`src/rtl/pc_gen_pkg.sv`:
```
// Shared definitions for the fetch-PC generator: redirect opcodes, default vectors, offset helper.
package pc_gen_pkg;

  localparam int PC_OP_W = 3;

  localparam logic [PC_OP_W-1:0] PC_OP_SEQ  = 3'b000;
  localparam logic [PC_OP_W-1:0] PC_OP_B    = 3'b001;
  localparam logic [PC_OP_W-1:0] PC_OP_J    = 3'b010;
  localparam logic [PC_OP_W-1:0] PC_OP_CALL = 3'b011;
  localparam logic [PC_OP_W-1:0] PC_OP_R    = 3'b100;
  localparam logic [PC_OP_W-1:0] PC_OP_RET  = 3'b101;
  localparam logic [PC_OP_W-1:0] PC_OP_EXC  = 3'b110;
  localparam logic [PC_OP_W-1:0] PC_OP_RSV  = 3'b111;

  localparam logic [31:0] PC_RESET_VEC_DEF = 32'h0000_3000;
  localparam logic [31:0] PC_EXC_VEC_DEF   = 32'h0000_4180;

  // Word offset sign-extended to the widest supported PC; callers truncate to ADDR_W.
  function automatic logic [63:0] word_off_sext(input logic [15:0] imm);
    return {{46{imm[15]}}, imm, 2'b00};
  endfunction

endpackage

```
`src/rtl/pc_gen_if.sv`:
```
// Redirect-request / fetch-PC bus between the resolving stage (master) and pc_gen (slave).
interface pc_gen_if
  import pc_gen_pkg::*;
#(
  parameter int ADDR_W = 32
);
  logic               stall_i;
  logic [PC_OP_W-1:0] op_i;
  logic [ADDR_W-1:0]  br_pc_i;
  logic [15:0]        b_imm_i;
  logic [25:0]        j_imm_i;
  logic [ADDR_W-1:0]  rs_i;
  logic [ADDR_W-1:0]  pc_o;
  logic               flush_o;
  logic               pend_o;

  modport master (
    output stall_i, op_i, br_pc_i, b_imm_i, j_imm_i, rs_i,
    input  pc_o, flush_o, pend_o
  );

  modport slave (
    input  stall_i, op_i, br_pc_i, b_imm_i, j_imm_i, rs_i,
    output pc_o, flush_o, pend_o
  );
endinterface

```
`src/rtl/pc_gen_ras.sv`:
```
// Circular return-address stack: a push when full overwrites the oldest entry, a pop when empty is a no-op.
module pc_gen_ras #(
  parameter int W     = 32,
  parameter int DEPTH = 4
) (
  input  logic         clk,
  input  logic         reset,
  input  logic         push_i,
  input  logic         pop_i,
  input  logic [W-1:0] push_data_i,
  output logic [W-1:0] top_o,
  output logic         empty_o
);
  localparam int IDX_W = (DEPTH > 1) ? $clog2(DEPTH) : 1;
  localparam int CNT_W = $clog2(DEPTH + 1);

  logic [W-1:0]     mem_q [DEPTH];
  logic [IDX_W-1:0] ptr_q, ptr_d, wr_idx_s;
  logic [CNT_W-1:0] cnt_q, cnt_d;

  assign wr_idx_s = ptr_q + IDX_W'(1);
  assign top_o    = mem_q[ptr_q];
  assign empty_o  = (cnt_q == {CNT_W{1'b0}});

  always_comb begin
    ptr_d = ptr_q;
    cnt_d = cnt_q;
    if (push_i) begin
      ptr_d = wr_idx_s;
      if (cnt_q == CNT_W'(DEPTH)) begin
        cnt_d = cnt_q;
      end else begin
        cnt_d = cnt_q + CNT_W'(1);
      end
    end else if (pop_i && !empty_o) begin
      ptr_d = ptr_q - IDX_W'(1);
      cnt_d = cnt_q - CNT_W'(1);
    end else begin
      ptr_d = ptr_q;
      cnt_d = cnt_q;
    end
  end

  always_ff @(posedge clk or posedge reset) begin
    if (reset) begin
      ptr_q <= {IDX_W{1'b0}};
      cnt_q <= {CNT_W{1'b0}};
      for (int i = 0; i < DEPTH; i++) begin
        mem_q[i] <= {W{1'b0}};
      end
    end else begin
      ptr_q <= ptr_d;
      cnt_q <= cnt_d;
      if (push_i) begin
        mem_q[wr_idx_s] <= push_data_i;
      end
    end
  end

endmodule

```
`src/rtl/pc_gen.sv`:
```
// Fetch-PC generator with stall hold, pending-redirect latch, exception vector and flush pulse.
// Define PC_GEN_RAS_EN to add the return-address stack used by CALL / RET.
module pc_gen
  import pc_gen_pkg::*;
#(
  parameter int              ADDR_W    = 32,
  parameter logic [ADDR_W-1:0] RESET_VEC = ADDR_W'(PC_RESET_VEC_DEF),
  parameter logic [ADDR_W-1:0] EXC_VEC   = ADDR_W'(PC_EXC_VEC_DEF),
  parameter int              RAS_DEPTH = 4
) (
  input logic    clk,
  input logic    reset,
  pc_gen_if.slave bus
);
  logic [ADDR_W-1:0] pc_q, pc_d, ptgt_q, ptgt_d;
  logic              pend_q, pend_d, flush_q, flush_d;
  logic [ADDR_W-1:0] pc4_s, b_tgt_s, j_tgt_s, ret_tgt_s, tgt_s;
  logic              redir_s, is_exc_s;

  if ((RAS_DEPTH < 2) || ((RAS_DEPTH & (RAS_DEPTH - 1)) != 0)) begin : g_bad_ras_depth
    $error("pc_gen: RAS_DEPTH must be a power of 2, at least 2");
  end

  assign pc4_s    = bus.br_pc_i + ADDR_W'(4);
  assign b_tgt_s  = pc4_s + ADDR_W'(word_off_sext(bus.b_imm_i));
  assign is_exc_s = (bus.op_i == PC_OP_EXC);

  if (ADDR_W > 28) begin : g_j_region
    assign j_tgt_s = {pc4_s[ADDR_W-1:28], bus.j_imm_i, 2'b00};
  end else begin : g_j_flat
    assign j_tgt_s = {bus.j_imm_i, 2'b00};
  end

`ifdef PC_GEN_RAS_EN
  logic              op_taken_s, ras_push_s, ras_pop_s, ras_empty_s;
  logic [ADDR_W-1:0] ras_top_s;

  // While a latched redirect is being released the op is ignored, so the stack must not move either.
  assign op_taken_s = bus.stall_i | ~pend_q;
  assign ras_push_s = op_taken_s & (bus.op_i == PC_OP_CALL);
  assign ras_pop_s  = op_taken_s & (bus.op_i == PC_OP_RET);
  assign ret_tgt_s  = ras_empty_s ? bus.rs_i : ras_top_s;

  pc_gen_ras #(
    .W     (ADDR_W),
    .DEPTH (RAS_DEPTH)
  ) u_ras (
    .clk         (clk),
    .reset       (reset),
    .push_i      (ras_push_s),
    .pop_i       (ras_pop_s),
    .push_data_i (pc4_s),
    .top_o       (ras_top_s),
    .empty_o     (ras_empty_s)
  );
`else
  assign ret_tgt_s = bus.rs_i;
`endif

  always_comb begin
    tgt_s   = {ADDR_W{1'b0}};
    redir_s = 1'b0;
    case (bus.op_i)
      PC_OP_B: begin
        tgt_s   = b_tgt_s;
        redir_s = 1'b1;
      end
      PC_OP_J, PC_OP_CALL: begin
        tgt_s   = j_tgt_s;
        redir_s = 1'b1;
      end
      PC_OP_R: begin
        tgt_s   = bus.rs_i;
        redir_s = 1'b1;
      end
      PC_OP_RET: begin
        tgt_s   = ret_tgt_s;
        redir_s = 1'b1;
      end
      default: begin
        tgt_s   = {ADDR_W{1'b0}};
        redir_s = 1'b0;
      end
    endcase
  end

  always_comb begin
    pc_d    = pc_q;
    pend_d  = pend_q;
    ptgt_d  = ptgt_q;
    flush_d = 1'b0;
    if (is_exc_s) begin
      pc_d    = EXC_VEC;
      pend_d  = 1'b0;
      ptgt_d  = {ADDR_W{1'b0}};
      flush_d = 1'b1;
    end else if (bus.stall_i) begin
      if (redir_s) begin
        ptgt_d = tgt_s;
        pend_d = 1'b1;
      end else begin
        ptgt_d = ptgt_q;
        pend_d = pend_q;
      end
    end else if (pend_q) begin
      pc_d    = ptgt_q;
      pend_d  = 1'b0;
      flush_d = 1'b1;
    end else if (redir_s) begin
      pc_d    = tgt_s;
      flush_d = 1'b1;
    end else begin
      pc_d    = pc_q + ADDR_W'(4);
      flush_d = 1'b0;
    end
  end

  always_ff @(posedge clk or posedge reset) begin
    if (reset) begin
      pc_q    <= RESET_VEC;
      pend_q  <= 1'b0;
      ptgt_q  <= {ADDR_W{1'b0}};
      flush_q <= 1'b0;
    end else begin
      pc_q    <= pc_d;
      pend_q  <= pend_d;
      ptgt_q  <= ptgt_d;
      flush_q <= flush_d;
    end
  end

  assign bus.pc_o    = pc_q;
  assign bus.flush_o = flush_q;
  assign bus.pend_o  = pend_q;

endmodule

```
`src/flat_wrapper.sv`:
```
// flat-port wrapper written by rule: the top's interface ports become plain ports
module pc_gen_flat import pc_gen_pkg::*;
#(
  parameter int              ADDR_W    = 32,
  parameter logic [ADDR_W-1:0] RESET_VEC = ADDR_W'(PC_RESET_VEC_DEF),
  parameter logic [ADDR_W-1:0] EXC_VEC   = ADDR_W'(PC_EXC_VEC_DEF),
  parameter int              RAS_DEPTH = 4
)
  (clk, reset, bus_stall_i, bus_op_i, bus_br_pc_i, bus_b_imm_i, bus_j_imm_i, bus_rs_i, bus_pc_o, bus_flush_o, bus_pend_o);
  pc_gen_if #(.ADDR_W(ADDR_W)) bus_i ();
  input logic clk;
  input logic reset;
  input wire logic [$bits(bus_i.stall_i)-1:0] bus_stall_i;
  input wire logic [$bits(bus_i.op_i)-1:0] bus_op_i;
  input wire logic [$bits(bus_i.br_pc_i)-1:0] bus_br_pc_i;
  input wire logic [$bits(bus_i.b_imm_i)-1:0] bus_b_imm_i;
  input wire logic [$bits(bus_i.j_imm_i)-1:0] bus_j_imm_i;
  input wire logic [$bits(bus_i.rs_i)-1:0] bus_rs_i;
  output wire logic [$bits(bus_i.pc_o)-1:0] bus_pc_o;
  output wire logic [$bits(bus_i.flush_o)-1:0] bus_flush_o;
  output wire logic [$bits(bus_i.pend_o)-1:0] bus_pend_o;
  assign bus_i.stall_i = bus_stall_i;
  assign bus_i.op_i = bus_op_i;
  assign bus_i.br_pc_i = bus_br_pc_i;
  assign bus_i.b_imm_i = bus_b_imm_i;
  assign bus_i.j_imm_i = bus_j_imm_i;
  assign bus_i.rs_i = bus_rs_i;
  assign bus_pc_o = bus_i.pc_o;
  assign bus_flush_o = bus_i.flush_o;
  assign bus_pend_o = bus_i.pend_o;
  pc_gen #(.ADDR_W(ADDR_W), .RESET_VEC(RESET_VEC), .EXC_VEC(EXC_VEC), .RAS_DEPTH(RAS_DEPTH)) u_core (.clk(clk), .reset(reset), .bus(bus_i));
endmodule
```
`config.mk`:
```
export PLATFORM = sky130hd
export DESIGN_NAME = pc_gen_flat
export DESIGN_NICKNAME = d
export VERILOG_FILES = /design/src/rtl/pc_gen_pkg.sv /design/src/rtl/pc_gen_if.sv /design/src/rtl/pc_gen_ras.sv /design/src/rtl/pc_gen.sv /design/src/flat_wrapper.sv
export SDC_FILE = /design/constraint.sdc
export NUM_CORES = 1
export LEC_CHECK = 0
export ABC_AREA = 1
export CAP_MARGIN = 10
export CORE_UTILIZATION = 35
export CTS_BUF_LIST = sky130_fd_sc_hd__clkbuf_2 sky130_fd_sc_hd__clkbuf_4 sky130_fd_sc_hd__clkbuf_8
export DETAILED_ROUTE_END_ITERATION = 10
export DONT_BUFFER_PORTS = 1
export GPL_TIMING_DRIVEN = 1
export HOLD_SLACK_MARGIN = 0.06
export PLACE_DENSITY = 0.59
export SYNTH_ARGS = -nofsm -noshare
export SYNTH_HDL_FRONTEND = slang
export SYNTH_HIERARCHICAL = 1
export SYNTH_SLANG_ARGS = --single-unit
```
`constraint.sdc`:
```
create_clock -name clk -period 2.5 [get_ports clk]
set_clock_uncertainty 0.15 [all_clocks]
set_input_delay 0.75 -clock clk [delete_from_list [all_inputs] [get_ports clk]]
set_output_delay 0.75 -clock clk [all_outputs]
set_load 0.02 [all_outputs]
```
# Word-level counts from Yosys, hierarchy flattened

Cells that the tools add are included.

Output and inout port bits: 34
Bits in registers: 66
ROM bits: 0
Memory bits (writable): 0
Memories: 0
Bits in latches: 0

Multiply operators: 0
$add $sub $neg: 3
Equality and inequality tests: 8
Bitwise logic cells: 0
Shift-type cells: 0
Reduce and logical (&&, ||, !) cells: 6
Magnitude comparators: 0
Muxes and demuxes: 16
Div/mod/pow operators: 0

Operator list:

| kind                    | count |
|---|---|
| $mux W32                | 7 |
| $pmux W32 S3            | 1 |
| $add A32 B3 Y32 const B | 2 |
| $add A32 B32 Y32        | 1 |
| $eq A3 B3 Y1 const B    | 3 |
| $mux W1                 | 8 |
| $eq A3 B2 Y1 const B    | 2 |
| $reduce_or A5 Y1        | 1 |
| $reduce_bool A2 Y1      | 2 |
| $reduce_or A2 Y1        | 2 |
| $eq A3 B1 Y1 const B    | 1 |
| $ne A3 B1 Y1 const B    | 1 |
| $ne A2 B1 Y1 const B    | 1 |
| $reduce_and A2 Y1       | 1 |

# Logic depth before layout (Yosys ltp)

Word-level depth: 7
Gate-level depth with buffers: 23
Depth with buffers taken out: 23

# Worst setup path before layout

Ideal clock, no wire load.

Kind: input -> register
Start: input bus_br_pc_i[2]
End: register u_core.ptgt_q[30]
Cell stages on the path: 19
Library setup time: 0.126 ns
Data required time: 2.224 ns
Path buffers: 0
Arrival: 2.887 ns
Path slack: -0.662 ns
Cell sequence: nand3_1 -> nor3_1 -> and3_1 -> nand2_1 -> nor3_2 -> xnor2_1 -> inv_1 -> ha_1 -> nand2_1 -> nor2_1 -> and2_1 -> and3_1 -> nand2_1 -> nand2_1 -> nand2_1 -> nand3_1 -> nand2_1 -> nand2_1 -> o21ai_0

Longest elaborated chain between the ends: 6

RTL lines:

| item                   | line               | source |
|---|---|---|
| start: declaration     | flat_wrapper.sv:15 | `input wire logic [$bits(bus_i.br_pc_i)-1:0] bus_br_pc_i;` |
| $add A32 B3 Y32 (*)    | pc_gen.sv:24       | `assign pc4_s = bus.br_pc_i + ADDR_W'(4);` |
| $add A32 B32 Y32       | pc_gen.sv:25       | `assign b_tgt_s = pc4_s + ADDR_W'(word_off_sext(bus.b_imm_i));` |
| $pmux W32 S3 (*)       | pc_gen.sv:63       | `case (bus.op_i)` |
| $mux W32 (*)           | pc_gen.sv:98       | `if (redir_s) begin` |
| $mux W32 (*)           | pc_gen.sv:97       | `end else if (bus.stall_i) begin` |
| $mux W32 (*)           | pc_gen.sv:92       | `if (is_exc_s) begin` |
| end signal: assignment | pc_gen.sv:122      | `ptgt_q <= {ADDR_W{1'b0}};` |
| end signal: assignment | pc_gen.sv:127      | `ptgt_q <= ptgt_d;` |
| end: declaration       | pc_gen.sv:15       | `logic [ADDR_W-1:0] pc_q, pc_d, ptgt_q, ptgt_d;` |

Mark *: on every way between the ends. The rest lies on a longest branch, timed or not. The select of a mux whose other input is x is not followed.
A chain may end at the register's enable or synchronous reset.

# Final worst setup path

Start: input bus_br_pc_i[2]
End: register u_core.pc_q[29] (netlist: u_core/bus.pc_o[29])

Longest elaborated chain between the ends: 7

RTL lines:

| item                   | line          | source |
|---|---|---|
| $add A32 B3 Y32 (*)    | pc_gen.sv:24  |  |
| $add A32 B32 Y32       | pc_gen.sv:25  |  |
| $pmux W32 S3 (*)       | pc_gen.sv:63  |  |
| $mux W32 (*)           | pc_gen.sv:109 | `end else if (redir_s) begin` |
| $mux W32 (*)           | pc_gen.sv:105 | `end else if (pend_q) begin` |
| $mux W32 (*)           | pc_gen.sv:97  |  |
| $mux W32 (*)           | pc_gen.sv:92  |  |
| end signal: assignment | pc_gen.sv:125 | `pc_q <= pc_d;` |
| end: declaration       | pc_gen.sv:15  |  |

Marks and branches as above.

==> out/metrics.yaml <==
placed_design:
  dp_hpwl_um: 22400
  pre_cts_ws_ns: -1.01
  portBuffers: 0
  gp_congestion: 0.911
detailed_routing:
  vias: 9024
  drt_iter0_drc: 622
  drc_errors: 0
  viasPerCell: 5.32
  totalWireLength_um: 30100
  wl_per_cell_um: 17.8
  drtAntennaViolNets: 0
  drt_pass1_iterations: 5
pwr:
  clkPwrFrac_pct: 19.7
  combPwrFrac_pct: 49.9
  power_density_mw_per_mm2: 422
  p_leak_uw: 0.00545
  p_int_uw: 2730
  ir_drop_mv: 0.236
  pwr-share-seq_pct: 30.4
  p_sw_uw: 2080
  switching_share_pct: 43.2
timing:
  setup_viol_count_final: 51
  slew_viol_final: 0
  relSlewSlack_pct: 65.1
  rsz0062_at_grt: "yes"
  max_freq_mhz: 324
  hold_viol: 0
  hold_ws_ns: 0.198
  worst_slew_pin_slew_ns: 0.524
  setup_ws_ns: -0.588
  min_period_over_period_pct: 124
  period_minus_slack_ns: 3.09
clock_tree:
  clock_path_buffers: 2
  cts.sinks: 66
  ctsRootBufferMaster: "clkbuf_8"
  cts_tree: "yes"
  h-tree-depth: 3
  clk_latency_ns: 0.36
  hold_buffers: 0
  cts_made_buffers: 9
  clkTransAtPathRegs_ns: 0.08
floorplanning:
  boundaryPins: 146
  die_height_um: 147
  row_count: 52
  coreArea_mm2: 0.0204
  die_w_um: 147
  start_util_pct: 36.0
  dieArea_mm2: 0.0216
logic_synthesis:
  synth.top_cell.area_share_pct: 21.8
  ys.flop_type: "dfrtp_1"
  synth_area_mm2: 0.00736
  synth-simple-area-share_pct: 41.4
  synth_xor_area_share_pct: 3.45
  synthesis.nets: 1384
  synth-edff-count: 0
  synthCells: 1233
  synth.distinct_cells: 46
  syn_avg_cell_area_um2: 5.97
  synth_area_leaders: "dfrtp_1 (22%), nand2_1 (21%), inv_1 (8.8%)"
  yosys.area.top_type: "dfrtp_1"
  async_flop_share_pct: 100
  synthAdderAreaFrac_pct: 6.73
  yosys_register_bits: 66
  synth_warnings: 6
  yosysSeqAreaShare_pct: 22.5
  synth_compound_area_share_pct: 15.2
  synth_top_family_by_area: "simple AND/OR/NAND/NOR gates"
  muxShareOfSynthArea_pct: 0
layout:
  fin_nets: 1571
  diodes: 0
  layout_commonest_cell: "nand2_1"
  drive_gt1_share_pct: 38.9
  syn_to_final_growth_pct: 54.5
  final_cell_mix: "nand2_1 (299), buf_4 (160), inv_1 (141)"
setup_path:
  rr_worst_depth: 7
  rrSetupSlack_ns: 0.17
  path_class: "in2reg"
  worst-path-buf-inv: 1
  crit_family: "simple AND/OR/NAND/NOR gates"
  worstSetupEndpointType: "register"
  crit_fanout: 4
  cp_data_arrival_time_ns: 3.19
  cp-start-kind: "primary input"
  critical_path.max_stage_delay_ns: 0.33
  cpMostUsedCell: "nand2_1"
  cp_slowest_cell: "ha_1"
  path_depth: 21
  cp_data_required_time_ns: 2.60
  crit_chain: "ha_4 -> nand4_1 -> nor2_4 -> nand2_2 -> nor3_2 -> xor2_1 -> ha_1 -> nand2_1 -> inv_2 -> nand2_4 -> nor3_4 -> and2_1 -> nand2_2 -> nand2_1 -> nand2_1 -> nand3_1 -> nand2_1 -> nand2_1 -> nand2_1 -> nand2_1 -> nand2_1"
grt:
  grt_pass1_vias: 8697
  grtUsageTotal_pct: 26.6
  grt-ovfl-total: 0
  grt_start_max_net_pins: 67
  grt_pass1_wl_um: 45400
  antenna_found_initial: 0
run:
  maxCapViolCount: 0
status:
  violations: "setup timing"
  status: "finished with violations"
min_path:
  worstHoldPathType: "in2async"
-- cell type report --
cell class                 count  area (µm²)
tap                          270         338
clock inverter                 6        65.1
sequential                    66        1650
timing repair buffer         206        1750
clock buffer                  10         138
multi-input combinational    961        6750
inverter                     176         687
fill                        1915        9050
-- power by group through the flow --
stage	clock network [µW]	logic, µW	registers, µW
6_report	946	2400	1460
5_1_grt	1020	2600	1480
4_1_cts	957	2050	1460
3_5_place_dp	0	1800	1480
3_3_place_gp	0	1790	1480
2_1_floorplan	0	1060	1490
-- cell families (layout without fill, tap and decap cells) --
kind of cell,Yosys count,in the layout
adder cells (fa/ha/maj),39,39
flip-flops,66,66
buffers and inverters,206,398
XOR/XNOR,29,29
AND/OR/NAND/NOR,707,707
AO/OA/AOI/OAI,186,186
-- registers in the layout (all words and copies together), names as in the netlist --
| name | count |
|---|---|
| u_core/bus.pc_o | 32 |
| u_core/ptgt_q | 32 |
| u_core/bus.flush_o | 1 |
| u_core/bus.pend_o | 1 |
-- routing by layer --
layer	track usage, %	vias to the layer above	wire length [µm]
li1	-	4387	-
met1	35.4	4240	13200
met2	45.2	353	14400
met3	3.82	44	1920
met4	6.24	0	606
met5	0	-	0
-- worst register-to-register path: stages, from the launching register on --
cell,delay [ns]
dfrtp_1,0.57
nand2_1,0.23
nor3_1,0.45
nand4_1,0.26
xor2_1,0.20
a21oi_1,0.26
nand2_1,0.09
nand2_1,0.06
-- timing repair --
item / CTS / global route
resized for setup: 186 / 219
pin swaps: 109 / 142
setup buffers: 24 / 34
endpoints found under the hold margin: 0 / 0
setup endpoints to repair: 52 / 51
-- per-stage QoR --
stage | cells | instance area, µm² | power (µW) | setup TNS (ns) | utilization, %
6_report | 1695 | 11400 | 4800 | -19.58 | 55.7
5_1_grt | 1695 | 11400 | 5090 | -26.31 | 55.7
4_1_cts | 1667 | 10300 | 4470 | -17.60 | 50.3
3_5_place_dp | 1629 | 9140 | 3280 | -39.95 | 44.7
3_3_place_gp | 1629 | 9140 | 3270 | -39.48 | 44.7
2_1_floorplan | 1233 | 7720 | 2560 | -15.00 | -
-- worst paths after layout --
check / from / endpoint
max: bus_br_pc_i[2] / u_core/bus.pc_o[29]$_DFFE_PP0N_
min: reset / u_core/bus.pc_o[16]$_DFFE_PP0N_
max reg2reg: u_core/bus.pc_o[21]$_DFFE_PP0N_ / u_core/bus.pc_o[31]$_DFFE_PP0N_
min reg2reg: u_core/ptgt_q[31]$_DFFE_PP0P_ / u_core/ptgt_q[31]$_DFFE_PP0P_
max in group asynchronous: reset / u_core/bus.pc_o[13]$_DFFE_PP1N_
min in group clk: u_core/ptgt_q[31]$_DFFE_PP0P_ / u_core/ptgt_q[31]$_DFFE_PP0P_
-- cell usage after synthesis, types with 3 or more instances --
cell      count
nand2_1     410
inv_1       172
nor2_1      110
nand3_1      89
a21oi_1      70
dfrtp_1      64
o21ai_0      52
ha_1         38
nand4_1      29
a22o_1       26
xor2_1       24
nor3_1       20
clkbuf_1     14
buf_2        13
nor2_2       10
nand3b_1      7
nand3_2       6
nor3_2        6
o22ai_1       6
a21o_1        5
o211ai_1      5
xnor2_1       5
and2_1        4
o21ai_1       4
o21bai_1      4
or2_2         4
a31oi_1       3
inv_2         3
No activity file was read; power rests on OpenSTA's default activity.
